File: src/rtl/alu_seq_ctrl.sv
// alu_seq_ctrl: multi-cycle control FSM for the 8-bit bus datapath.
// It fetches one instruction word from din when run is high. It then sequences the
// register-file enables and the ALU controls (Ain, Gin, AddSub, Gout) over T1..T3.
// Optional build macro: PERF_CNT_EN adds a 16-bit instr_cnt output that counts
// completed instructions.
module alu_seq_ctrl #(
    parameter int DATA_W    = 8,
    parameter int REG_SEL_W = 3,
    parameter int NREG      = 8
) (
    input  logic              clk,
    input  logic              rst,
    input  logic              run,
    input  logic [DATA_W-1:0] din,
    output logic [NREG-1:0]   rin,
    output logic [NREG-1:0]   rout,
    output logic              din_out,
    output logic              Ain,
    output logic              Gin,
    output logic              AddSub,
    output logic              Gout,
`ifdef PERF_CNT_EN
    output logic              done,
    output logic [15:0]       instr_cnt
`else
    output logic              done
`endif
);

    typedef enum logic [1:0] {T0, T1, T2, T3} state_e;
    typedef enum logic [1:0] {OP_MV, OP_MVI, OP_ADD, OP_SUB} op_e;

    state_e                state;
    logic [DATA_W-1:0]     ir;
    op_e                   op;
    logic [REG_SEL_W-1:0]  rx;
    logic [REG_SEL_W-1:0]  ry;
    logic [NREG-1:0]       rx_hot;
    logic [NREG-1:0]       ry_hot;

    // Instruction field split and one-hot register selects
    always_comb begin
        op     = op_e'(ir[DATA_W-1 -: 2]);
        rx     = ir[2*REG_SEL_W-1 -: REG_SEL_W];
        ry     = ir[REG_SEL_W-1:0];
        rx_hot = {{(NREG-1){1'b0}}, 1'b1} << rx;
        ry_hot = {{(NREG-1){1'b0}}, 1'b1} << ry;
    end

    // State sequencing and instruction register capture on the way out of T0
    // NOTE: registered state uses non-blocking assignments so every flop samples pre-edge values.
    always_ff @(posedge clk or posedge rst) begin
        if (rst) begin
            state <= T0;
            ir    <= '0;
        end else begin
            case (state)
                T0: if (run) begin
                        ir    <= din;
                        state <= T1;
                    end
                T1: state <= (op == OP_MV || op == OP_MVI) ? T0 : T2;
                T2: state <= T3;
                default: state <= T0;
            endcase
        end
    end

    // Control decode from state and IR; held at zero while reset is asserted
    // NOTE: every output gets a default first so no path through the case infers a latch.
    always_comb begin
        rin     = '0;
        rout    = '0;
        din_out = 1'b0;
        Ain     = 1'b0;
        Gin     = 1'b0;
        AddSub  = 1'b0;
        Gout    = 1'b0;
        done    = 1'b0;
        if (!rst) begin
            case (state)
                T1: begin
                    case (op)
                        OP_MV: begin
                            rout = ry_hot;
                            rin  = rx_hot;
                            done = 1'b1;
                        end
                        OP_MVI: begin
                            din_out = 1'b1;
                            rin     = rx_hot;
                            done    = 1'b1;
                        end
                        default: begin
                            rout = rx_hot;
                            Ain  = 1'b1;
                        end
                    endcase
                end
                T2: begin
                    rout   = ry_hot;
                    Gin    = 1'b1;
                    AddSub = ~ir[DATA_W-2];
                end
                T3: begin
                    Gout = 1'b1;
                    rin  = rx_hot;
                    done = 1'b1;
                end
                default: ;
            endcase
        end
    end

`ifdef PERF_CNT_EN
    // Completed-instruction counter, free-running with natural 16-bit wrap
    always_ff @(posedge clk or posedge rst) begin
        if (rst)
            instr_cnt <= '0;
        else if (done)
            instr_cnt <= instr_cnt + 16'd1;
    end
`endif

endmodule

File: config.mk
export PLATFORM = sky130hd
export DESIGN_NAME = alu_seq_ctrl
export DESIGN_NICKNAME = d
export VERILOG_FILES = /design/src/rtl/alu_seq_ctrl.sv
export SDC_FILE = /design/constraint.sdc
export NUM_CORES = 1
export LEC_CHECK = 0
export BUFFER_PORTS_ARGS = -buffer_cell sky130_fd_sc_hd__clkbuf_2
export CAP_MARGIN = 5
export CORE_MARGIN = 2
export CORE_UTILIZATION = 40
export DETAILED_ROUTE_END_ITERATION = 6
export PLACE_DENSITY_LB_ADDON = 0.1
export SYNTH_ARGS = -nofsm -noshare
export SYNTH_HDL_FRONTEND = slang
export SYNTH_SLANG_ARGS = --single-unit
File: constraint.sdc
create_clock -name clk -period 1.55 [get_ports clk]
set_clock_uncertainty 0.15 [all_clocks]
set_input_delay 0.31 -clock clk [delete_from_list [all_inputs] [get_ports clk]]
set_output_delay 0.31 -clock clk [all_outputs]
set_load 0.01 [all_outputs]
==> summary.md <==
| Metric | Value |
|---|---|
| TritonCTS clock tree | `yes` |
| Number of synthesized register bits | `10` |
| Net switching fraction of the power | `0.403` |
| Residual DRC count | `0` |
| Overall global routing resource usage | `0.224` |
| Highest Clock Rate | `0.456 GHz` |
| Maxcap violations | `0` |
| Result of the run | `finished, violations left` |
| Number of failing setup endpoints in the final timing report | `22` |
| Maximum number of pins on one net before global-route repair | `11` |
| Internal cell power | `about 1.3 mW` |
| Count of filler cells inserted in the layout | `~110` |
| Violations in the final reports | `negative setup slack` |
| Count of vias placed by the detailed router | `771` |
| Port bufs | `32` |
| Post-route fraction of the period consumed by the critical path | `1.41` |
| IR Drop Worst-Case VDD | `0.00111 V` |
| Register clock-pin slew on the reported worst setup and hold paths | `0.07 ns` |
| Die X-Extent | `45.4 um` |
| Worst min path class | `in2reg` |
| Final critical-path required period | `2.19 ns` |
| Fin worst setup slack | `-0.641 ns` |
| Layout overhead on the synthesized area | `74.2%` |
| Post-synthesis cell count | `74` |
| Num ports | `33` |
| Post-Syn Area | `a little under 700 um^2` |
| Number of inserted diodes | `0` |
| Register area share after synthesis | `0.366` |
| Clock net sink count | `10` |
| Most frequent standard cell in the layout excluding fill and tap cells | `sky130_fd_sc_hd__clkbuf_2` |
| Placed Instances | `roughly 140` |
| Clock Power Share | `0.109` |
| DR pass1 iterations | `3` |
| Count of different cell masters after synthesis | `25` |
| Register-to-Register Setup Slack | `0.11 ns` |
| Critical Path End Type | `output pin` |
| Sum of overflow across all layers after global routing | `0` |
| Warnings from Yosys | `0` |
| Number of antenna violations at the first check in global routing | `0` |
| Final standard cell utilization of the core | `0.765` |
| Arrival time at the worst endpoint | `1.73 ns` |
| Overall routed net length | `1940 um` |
| Type of element launching the critical path | `register` |
| Net count after synthesis | `89` |
| Number of global-route vias before repair | `758` |
| Peak fanout along the critical path | `4` |
| Total count of hold-check failures in the final report | `0` |
| Logic gate share of total power | `0.632` |
| Inserted Clock Buffers | `3` |
| Number of nets with antenna violations after detailed routing | `0` |
| Cell Pwr Density | `1790 mW/mm^2` |
| First-pass GRT wire length | `3250 um` |
| Number of placement rows | `14` |
| NumNets Final | `148` |
| Floorplan core area | `about 0.0016 mm^2` |
| Worst Setup Path Type | `reg2out` |
| Area of combinational cells with multiple inputs | `a little over 500 um^2` |
| Max Root-Sink Buffers | `2` |
| Die area | `0.00206 mm^2` |
| Leading cell types in the layout, fill and taps excluded | `sky130_fd_sc_hd__clkbuf_2 (26), sky130_fd_sc_hd__buf_4 (17), sky130_fd_sc_hd__nor2_1 (11)` |
| Net Switching | `0.859 mW` |
| Sequential cell fraction of total power | `0.259` |
| Worst max-slew margin expressed relative to the limit | `0.802` |
| Clock Latency Late Sink | `0.27 ns` |
| Sequential Area | `between 200 and 300 um^2` |
| Initial core utilization | `0.439` |
| Deepest level of the CTS H-tree | `1` |
| DR vias/cell | `between 5 and 6` |
| Worst Max-Slew Pin Slew | `0.295 ns` |
| Final weighted congestion in routability-driven placement | `0.716` |
| Share of cells above drive strength 1 | `0.614` |
| Worst endpoint required time | `about 1.1 ns` |
| Post-Layout Cell Count | `148` |
| Max-slew violation count | `0` |
| Syn Area/Cell | `about 9.2 um^2` |
| Clock root buffer master | `sky130_fd_sc_hd__clkbuf_4` |
| Leakage component of the power | `0.583 nW` |
| Unrepaired setup endpoints after global routing | `true` |
| Half-perimeter wire length of the detailed placement result | `1480 um` |
| Vertical extent of the die | `~45 um` |
| Violation count after the first detailed-routing iteration | `8` |
| Wirelength per Cell | `13.1 um` |
[logic make-up after synthesis]
| group | after synthesis | synth area share |
|---|---|---|
| AND/OR/NAND/NOR | 33 | 0.261 |
| AO/OA/AOI/OAI | 15 | 0.146 |
| flip-flops | 10 | 0.366 |
| multiplexers | 8 | 0.132 |
| buffers and inverters | 4 | 0.0219 |
| adder cells (fa/ha/maj) | 4 | 0.0731 |
[cells in the mapped netlist, drive strengths merged]
cell,n,share of area
dfrtp,10,0.37
o22ai,6,0.055
and2b,2,0.022
mux2,8,0.13
nand3,1,0.0073
o21bai,1,0.011
ha,4,0.073
a21oi,1,0.0073
nor2b,4,0.051
o211ai,2,0.022
o31ai,1,0.011
nand3b,2,0.022
nor2,12,0.066
nor3,2,0.015
inv,4,0.022
o32ai,2,0.026
nand2,4,0.022
and3,1,0.0091
nor3b,1,0.011
nand4,2,0.018
o21ai,2,0.015
nand2b,2,0.018
[metrics by stage]
stage          setup TNS [ns]  worst slack [ns]  instance area (um^2)  total power [mW]  hold WS (ns)
2_1_floorplan           -2.97            -0.256                   709              1.12        0.0218
3_3_place_gp            -5.10            -0.318                  1040              1.60         0.270
3_5_place_dp            -5.60            -0.368                  1040              1.64         0.269
4_1_cts                -12.01            -0.619                  1180              2.08         0.110
5_1_grt                -14.36            -0.754                  1190              2.29         0.107
6_report               -12.30            -0.641                  1190              2.13         0.120
[power groups by stage]
stage	clock network, mW	logic (mW)	registers, mW
final	0.232	1.35	0.552
after global routing	0.255	1.47	0.567
after CTS	0.243	1.29	0.546
after detailed placement	0	1.10	0.539
after global placement	0	1.08	0.525
after floorplan	0	0.581	0.538
[cell type report]
class / instances / area share
inverters: 4 / 0.0126
well taps: 16 / 0.0168
multi-input cells: 60 / 0.435
repair buffers: 54 / 0.295
clock buffers: 4 / 0.0304
flip-flops and latches: 10 / 0.210
[state kept, by name, indices dropped and copies added (netlist names)]
signal	count
ir	8
state	2
[critical path: stages (launching register included)]
cell and delay [ns]:
sky130_fd_sc_hd__dfrtp_1 0.39, sky130_fd_sc_hd__inv_2 0.07, sky130_fd_sc_hd__ha_4 0.26, sky130_fd_sc_hd__nor2b_4 0.15, sky130_fd_sc_hd__nand4_1 0.19, sky130_fd_sc_hd__o32ai_2 0.24
sky130_fd_sc_hd__buf_2 0.17
[path summary, 6_finish.rpt]
kind / cells past startpoint / from / to
max in group asynchronous: 4 / rst / ir[4]
min in group asynchronous: 4 / rst / state[1]
worst min-delay path: 2 / din[2] / ir[2]
worst max register to register: 5 / state[0] / ir[4]
worst min register to register: 1 / ir[2] / ir[2]
worst max-delay path: 6 / state[0] / rout[4]
[routing by layer]
| layer | up-vias | wire (um) | track usage | part of all wire |
|---|---|---|---|---|
| met2 | 30 | 945 | 0.406 | 0.49 |
| met5 | - | 0 | 0 | 0 |
| met3 | 4 | 100 | 0.0320 | 0.052 |
| met1 | 352 | 855 | 0.263 | 0.44 |
| met4 | 0 | 36 | 0.0882 | 0.019 |
| li1 | 385 | - | - | - |
[timing repair]
item | 4_1_cts | 5_1_grt
setup endpoints to repair | 22 | 22
gates resized for setup | 15 | 9
buffers inserted | 2 | 0
hold buffers | 1 | 0
pin swaps | 6 | 2
hold endpoints to repair | 10 | 0
(Power assumes the default switching activity.)
